## src/rtl/mul_seq_param.sv

```systemverilog
// Sequential shift-add multiplier for the MUL/MULH/MULHSU/MULHU group, BITS_PER_CYCLE bits per step.
// Optional early completion on an exhausted multiplier: define MUL_SEQ_EARLY_OUT_EN.
module mul_seq_param #(
    parameter int XLEN           = 32,
    parameter int BITS_PER_CYCLE = 2
) (
    input  logic            clk,
    input  logic            reset,
    input  logic            md_type,
    input  logic [2:0]      md_operation,
    input  logic            md_flush,
    input  logic [XLEN-1:0] alu_in1,
    input  logic [XLEN-1:0] alu_in2,
    output logic [XLEN-1:0] md_result,
    output logic            md_alu_stall,
    output logic            md_alu_done
);

    localparam int STEPS = XLEN / BITS_PER_CYCLE;
    localparam int CNT_W = $clog2(STEPS + 1);

    localparam logic [1:0] S_IDLE = 2'b00;
    localparam logic [1:0] S_BUSY = 2'b01;
    localparam logic [1:0] S_DONE = 2'b10;

    localparam logic [1:0] OP_MUL    = 2'b00;
    localparam logic [1:0] OP_MULH   = 2'b01;
    localparam logic [1:0] OP_MULHSU = 2'b10;
    localparam logic [1:0] OP_MULHU  = 2'b11;

    logic [1:0]        r_state;
    logic [1:0]        r_op;
    logic              r_neg;
    logic [2*XLEN-1:0] r_mcand;
    logic [2*XLEN-1:0] r_prod;
    logic [XLEN-1:0]   r_mplier;
    logic [CNT_W-1:0]  r_cnt;

    logic              w_start;
    logic              w_a_signed;
    logic              w_b_signed;
    logic              w_neg;
    logic [XLEN-1:0]   w_a_mag;
    logic [XLEN-1:0]   w_b_mag;
    logic [2*XLEN-1:0] w_prod_nxt;
    logic [2*XLEN-1:0] w_prod_fix;
    logic [2*XLEN-1:0] w_mcand_nxt;
    logic [XLEN-1:0]   w_mplier_nxt;
    logic [CNT_W-1:0]  w_cnt_nxt;
    logic              w_last;
    logic [XLEN-1:0]   w_result;

    assign w_start      = (r_state == S_IDLE) & md_type & ~md_operation[2] & ~md_flush;
    assign md_alu_stall = w_start | (r_state == S_BUSY);

    assign w_a_signed = (md_operation[1:0] == OP_MULH) || (md_operation[1:0] == OP_MULHSU);
    assign w_b_signed = (md_operation[1:0] == OP_MULH);
    assign w_neg      = (w_a_signed & alu_in1[XLEN-1]) ^ (w_b_signed & alu_in2[XLEN-1]);
    // Negating the most-negative value yields 2^(XLEN-1) as an unsigned magnitude.
    assign w_a_mag    = (w_a_signed && alu_in1[XLEN-1]) ? -alu_in1 : alu_in1;
    assign w_b_mag    = (w_b_signed && alu_in2[XLEN-1]) ? -alu_in2 : alu_in2;

    always_comb begin
        w_prod_nxt = r_prod;
        for (int i = 0; i < BITS_PER_CYCLE; i++) begin
            if (r_mplier[i]) begin
                w_prod_nxt = w_prod_nxt + (r_mcand << i);
            end
        end
    end

    assign w_mcand_nxt  = r_mcand << BITS_PER_CYCLE;
    assign w_mplier_nxt = r_mplier >> BITS_PER_CYCLE;
    assign w_cnt_nxt    = r_cnt + CNT_W'(1);

`ifdef MUL_SEQ_EARLY_OUT_EN
    assign w_last = (w_cnt_nxt == CNT_W'(STEPS)) || (w_mplier_nxt == '0);
`else
    assign w_last = (w_cnt_nxt == CNT_W'(STEPS));
`endif

    assign w_prod_fix = r_neg ? -w_prod_nxt : w_prod_nxt;

    always_comb begin
        case (r_op)
            OP_MUL:   w_result = w_prod_nxt[XLEN-1:0];
            OP_MULHU: w_result = w_prod_nxt[2*XLEN-1:XLEN];
            default:  w_result = w_prod_fix[2*XLEN-1:XLEN];
        endcase
    end

    always_ff @(posedge clk or negedge reset) begin
        if (!reset) begin
            r_state     <= S_IDLE;
            r_op        <= OP_MUL;
            r_neg       <= 1'b0;
            r_mcand     <= '0;
            r_prod      <= '0;
            r_mplier    <= '0;
            r_cnt       <= '0;
            md_result   <= '0;
            md_alu_done <= 1'b0;
        end else begin
            case (r_state)
                S_IDLE: begin
                    md_alu_done <= 1'b0;
                    if (w_start) begin
                        r_state  <= S_BUSY;
                        r_op     <= md_operation[1:0];
                        r_neg    <= w_neg;
                        r_mcand  <= {{XLEN{1'b0}}, w_a_mag};
                        r_mplier <= w_b_mag;
                        r_prod   <= '0;
                        r_cnt    <= '0;
                    end
                end
                S_BUSY: begin
                    // A flush abandons the operation even on its final step.
                    if (md_flush) begin
                        r_state <= S_IDLE;
                    end else begin
                        r_prod   <= w_prod_nxt;
                        r_mcand  <= w_mcand_nxt;
                        r_mplier <= w_mplier_nxt;
                        r_cnt    <= w_cnt_nxt;
                        if (w_last) begin
                            r_state     <= S_DONE;
                            md_alu_done <= 1'b1;
                            md_result   <= w_result;
                        end
                    end
                end
                S_DONE: begin
                    md_alu_done <= 1'b0;
                    r_state     <= S_IDLE;
                end
                default: begin
                    md_alu_done <= 1'b0;
                    r_state     <= S_IDLE;
                end
            endcase
        end
    end

endmodule
```

## config.mk

```make
export PLATFORM = sky130hd
export DESIGN_NAME = mul_seq_param
export DESIGN_NICKNAME = d
export VERILOG_FILES = /design/src/rtl/mul_seq_param.sv
export SDC_FILE = /design/constraint.sdc
export NUM_CORES = 1
export LEC_CHECK = 0
export BUFFER_PORTS_ARGS = -buffer_cell sky130_fd_sc_hd__buf_4
export CELL_PAD_IN_SITES_DETAIL_PLACEMENT = 0
export CELL_PAD_IN_SITES_GLOBAL_PLACEMENT = 1
export CORE_MARGIN = 5
export CORE_UTILIZATION = 47
export CTS_CLUSTER_DIAMETER = 120
export DETAILED_ROUTE_END_ITERATION = 7
export MAX_ROUTING_LAYER = met4
export PLACE_DENSITY_LB_ADDON = 0.25
export SKIP_CTS_REPAIR_TIMING = 1
export SLEW_MARGIN = 0
export SYNTH_ARGS = -nofsm -noshare
export SYNTH_HDL_FRONTEND = slang
export SYNTH_SLANG_ARGS = --single-unit
```

## constraint.sdc

```tcl
create_clock -name clk -period 8.2 [get_ports clk]
set_input_delay 1.64 -clock clk [delete_from_list [all_inputs] [get_ports clk]]
set_output_delay 1.64 -clock clk [all_outputs]
set_load 0.05 [all_outputs]
```

==> Word level (Yosys, flattened, before mapping) <==
Index checks and enable logic that the tools add are counted.
{ "totals": {"out_inout_bits": 34, "word_cells": 69, "ff_bits": 203, "inputBits": 71} }
{ "op_classes": {"reduce_logical": 11, "bitwise": 9, "n_mux": 25, "n_eq_ne": 9, "addsub": 6} }
{ "ops": {"columns": ["op", "count"], "rows": [
  ["64-bit two-way mux", 7],
  ["64-bit one-hot mux with 2 select lines", 2],
  ["64-bit adder", 2],
  ["32-bit two-way mux", 4],
  ["32-bit one-hot mux with 2 select lines", 2],
  ["32-bit negation", 2],
  ["64-bit negation", 1],
  ["5-bit two-way mux", 2],
  ["5-bit one-hot mux with 2 select lines", 1],
  ["2-bit two-way mux", 3],
  ["2-bit != test (second input constant)", 3],
  ["2-bit AND reduction", 3],
  ["3-bit AND reduction", 2],
  ["5-bit by 1-bit adder with 5-bit output (second input constant)", 1],
  ["1-bit AND", 5],
  ["5-bit equality test (second input constant)", 1],
  ["2-bit by 1-bit equality test with 1-bit output (second input constant)", 2],
  ["2-bit equality test (second input constant)", 2],
  ["2-bit logical NOT", 2],
  ["2-bit one-hot mux with 2 select lines", 1],
  ["1-bit two-way mux", 3],
  ["3-bit != test (second input constant)", 1],
  ["1-bit logical AND", 2],
  ["1-bit NOT", 2],
  ["4 further kinds", 4]
]} }

==> Logic depth before layout (Yosys ltp) <==
{ "depth": {"ltp_word": 7, "mapped_depth": 27, "mapped_depth_nobuf": 25} }

==> Worst setup path before layout <==
No wires, ideal clock.
{ "synth_timing": {"path_type": "register to register", "start": "reg r_mplier[0]", "end": "reg md_result[28]", "arrival_ns": 6.638, "setup_ns": 0.095, "path_buffers": 6, "path_slack_ns": 1.466, "stages_incl_launch_ff": 22, "path_cell_list": "dfrtp_1 -> clkbuf_1 -> clkbuf_1 -> buf_1 -> clkbuf_1 -> clkbuf_1 -> clkbuf_1 -> mux2_2 -> ha_1 -> nand4_2 -> or4_1 -> a31oi_1 -> a41oi_1 -> o31ai_1 -> xor2_1 -> a221oi_1 -> nand2_1 -> or4_4 -> and4bb_2 -> nor3b_2 -> mux2_1 -> o31ai_1"} }
{ "synth_between": {"elab_chain_len": 6} }
{ "synth_rtl": {"columns": ["element", "line", "text"], "rows": [
  ["from (decl)", "36", "logic [XLEN-1:0] r_mplier;"],
  ["from (signal assigned)", "112", "r_mplier <= w_b_mag;"],
  ["from (signal assigned)", "124", "r_mplier <= w_mplier_nxt;"],
  ["64-bit two-way mux *", "66", "if (r_mplier[i]) begin"],
  ["64-bit adder", "67", "w_prod_nxt = w_prod_nxt + (r_mcand << i);"],
  ["64-bit two-way mux *", "66", null],
  ["64-bit negation", "82", "assign w_prod_fix = r_neg ? -w_prod_nxt : w_prod_nxt;"],
  ["64-bit two-way mux", "82", null],
  ["32-bit one-hot mux with 2 select lines *", "85", "case (r_op)"],
  ["to (signal assigned)", "129", "md_result <= w_result;"],
  ["to (decl)", "14", "output logic [XLEN-1:0] md_result,"]
]} }
Mark *: on every way between the ends. The rest lies on a longest branch, timed or not.
A chain may end at the register's enable or synchronous reset.

==> Worst setup path after layout <==
{ "layout_timing": {"start": "reg r_mcand[0]", "end": "reg md_result[18]"} }
{ "layout_between": {"elab_chain_len": 7} }
{ "layout_rtl": {"columns": ["element", "line", "text"], "rows": [
  ["from (decl)", "34", "logic [2*XLEN-1:0] r_mcand;"],
  ["from (signal assigned)", "111", "r_mcand <= {{XLEN{1'b0}}, w_a_mag};"],
  ["from (signal assigned)", "123", "r_mcand <= w_mcand_nxt;"],
  ["64-bit adder", "67", null],
  ["64-bit two-way mux", "66", null],
  ["64-bit adder", "67", null],
  ["64-bit two-way mux *", "66", null],
  ["64-bit negation", "82", null],
  ["64-bit two-way mux", "82", null],
  ["32-bit one-hot mux with 2 select lines *", "85", null]
]} }
Marks and branches as above.

==> results.md <==
* Initial DRT Pass Iterations at 6
* CTS Buffer Depth at 3
* Sw frac at 54.4%
* Post-route ant nets at 0
* Cells after Synth at 2906
* CTS tree: built
* Sequential share of power at ~18%
* Area Growth Syn to Fin at 11.3%
* Number of buffers created by CTS at 28
* Pwr Density at 341 mW/mm^2
* Int Pwr at approximately 0.0037 W
* Die W at around 220 um
* Rel. slew slack at a little under a fifth
* Worst Hold Launch: r_mplier[15]
* # H-tree levels at 1
* Share of cells above drive strength 1 at between 10% and 20%
* IO Count at roughly 110
* Setup CP Type: flip-flop to flip-flop
* Routed len/inst at 25.7 um
* Status: completed
* WP data required at 8.74 ns
* Residual DRC at 0
* Critical path launch point type: flip-flop
* Number of global-route vias before repair at 22000
* Fillers at around 4400
* Worst Setup End Kind: flip-flop
* Root Buffer: clkbuf_16
* Final Power at 0.00806 W
* R2r startpoint: r_mcand[0]
* Initial antenna violation count at 1
* Synthesized area per cell at 7.30 um^2
* Sequential element share of the synthesized area at 23.9%
* Vias at 23400
* # nets final at approximately 3100
* Worst slew pin tran at ~1.2 ns
* Routed vias/inst at roughly 6.6
* Ys async rst share at between 90% and 100%
* Die area at between 0.04 and 0.05 mm^2
* Clk_lat worst skew at 0.60 ns
* Fmax achieved at 123 MHz
* Most frequent cells in the layout: nand2_1 (478), o21ai_0 (339), a21oi_1 (237)
* Row count at 77
* Clk sink count at between 200 and 250
* Logic pwr share at between 60% and 70%
* Core area at ~0.044 mm^2
* GPL Wtd Cong at around 1.1
* Clock transition at the registers of the reported paths at around 0.060 ns
* Final Max Slew Viols at 0
* HPWL after detailed placement at about 71000 um
* Switching power total at about 0.0044 W
* Number of port buffers at between 100 and 150
* Mapped cell area at between 0.02 and 0.025 mm^2
* # setup viols final at 0
* Total track usage at a little over a third
* Post-layout minimum cycle time at 8.12 ns
* Crit share post-route at around 100%
* CP arrival at about 8.7 ns
* Worst setup path start: r_mcand[0]
* Max cap viols at 0
* Post-synth cell types at about 110
* VDD IR-drop max at 0.188 mV
* YS warnings at 0
* First-pass GRT wire length at 137000 um
* Final core area utilization at between 50% and 60%
* Layout Skew at roughly 0.042 ns
* Starting Density at 47.8%
* Largest net degree at the start of global routing at around 110
* Routed wire length at roughly 90000 um
* DR iter-0 viols at 2777
* RSZ-0062 raised after global routing: no
* Post-synth EDFFs at 0
* Worst Hold Class: flip-flop to flip-flop
* Yosys reg bits at 203
* Die Ht at between 200 and 250 um
* Commonest non-fill, non-tap cell in the layout: nand2_1
* Leak at 10.5 nW
* Final Hold Fails at 0
* Dominant synthesized flop cell: dfrtp_1
* Worst Path Max Fanout at 9
* Clk pwr share at 16.0%
* Mapped Nets at ~3100
* Global route total overflow at 0
cell families after synthesis:
family | after synthesis | synth area share, %
simple gates | 1118 | 24.5
flops | 203 | 23.9
compound gates | 1000 | 29.4
buf+inv | 224 | 4.13
fa+ha+maj | 133 | 7.91
xor+xnor | 154 | 6.35
mux | 74 | 3.74
metal layers:
layer | vias up | wire length, um | GRT usage, %
met5 | - | 0 | -
met3 | 221 | 8870 | 7.35
met2 | 1213 | 39400 | 53.5
met1 | 11200 | 38300 | 48.7
met4 | 0 | 4560 | 14.3
li1 | 10800 | - | -
path summary, 6_finish.rpt:
kind                            endpoint  slack, ns  depth (start not counted)
max                        md_result[18]       0.08                         27
min                         r_mplier[15]       0.47                          2
max reg2reg                md_result[18]       0.08                         27
min reg2reg                 r_mplier[15]       0.47                          2
max in group asynchronous    r_mplier[1]       5.52                          2
min in group asynchronous    r_mcand[35]       1.15                          1
critical path, cell delays in order (launching register included):
cell and delay [ns]:
dfrtp_1 0.42, ha_1 0.26, fa_1 0.45, a211oi_2 0.38
o21ai_1 0.14, buf_4 0.18, nand3_1 0.09, nand2_1 0.11
xor2_1 0.18, mux2_2 0.29, ha_1 0.39, a21oi_2 0.38
o21ai_0 0.21, a31oi_1 0.59, nand3_1 0.45, mux2i_1 0.27
a211oi_1 0.55, buf_4 0.26, nand4_1 0.19, nor4_2 0.37
nand4_1 0.13, buf_4 0.20, or3_1 0.40, buf_4 0.19
nor3_2 0.33, a31oi_1 0.16, a2111oi_2 0.35, a21o_1 0.13
sequential cells by signal (all words and copies together) (netlist names):
name,flops
r_mcand,64
md_result,32
r_neg,1
md_alu_done,1
r_op,2
r_cnt,5
r_mplier,32
r_state,2
r_prod,64
synth_stat cells, drive strengths merged, types with 52 or more instances:
cell      n  share of area [%]
a21o     63                2.2
a21oi   245                5.8
clkbuf  132                2.3
dfrtp   203                 24
ha      131                7.7
inv      52               0.92
nand2   479                8.5
nand3   140                3.3
nor2    207                3.7
o21ai   361                8.5
xnor2    81                3.3
xor2     73                3.0
through the flow:
stage / instance area, um^2 / cells / setup slack (ns) / hold slack (ns) / setup TNS [ns]
detailed placement: 22600 / 3494 / -0.156 / 0.467 / -0.156
global placement: 22600 / 3494 / -0.219 / 0.458 / -0.219
finish: 23600 / 3550 / 0.0793 / 0.473 / 0
CTS: 23600 / 3546 / -0.223 / 0.480 / -0.223
global route: 23600 / 3549 / 0.0753 / 0.506 / 0
floorplan: 21200 / 2906 / 1.47 / 0.445 / 0
power groups by stage:
stage | clock network [W] | logic, W | registers, W
6_report | 0.00129 | 0.00529 | 0.00149
3_5_place_dp | 0 | 0.00504 | 0.00149
3_3_place_gp | 0 | 0.00505 | 0.00148
4_1_cts | 0.00130 | 0.00507 | 0.00147
2_1_floorplan | 0 | 0.00331 | 0.00136
5_1_grt | 0.00134 | 0.00560 | 0.00150
final cells by class:
type                    count  area [um^2]  share of cell area, %
well taps                 592          741                   3.14
repair buffers            169         1280                   5.40
flip-flops and latches    203         5090                   21.5
multi-input cells        2479        15400                   65.0
inverters                  53          199                  0.842
clock buffers              37          795                   3.36
clock inverters            15          164                  0.694
diodes                      2         5.00                 0.0212
(Power assumes the default switching activity.)
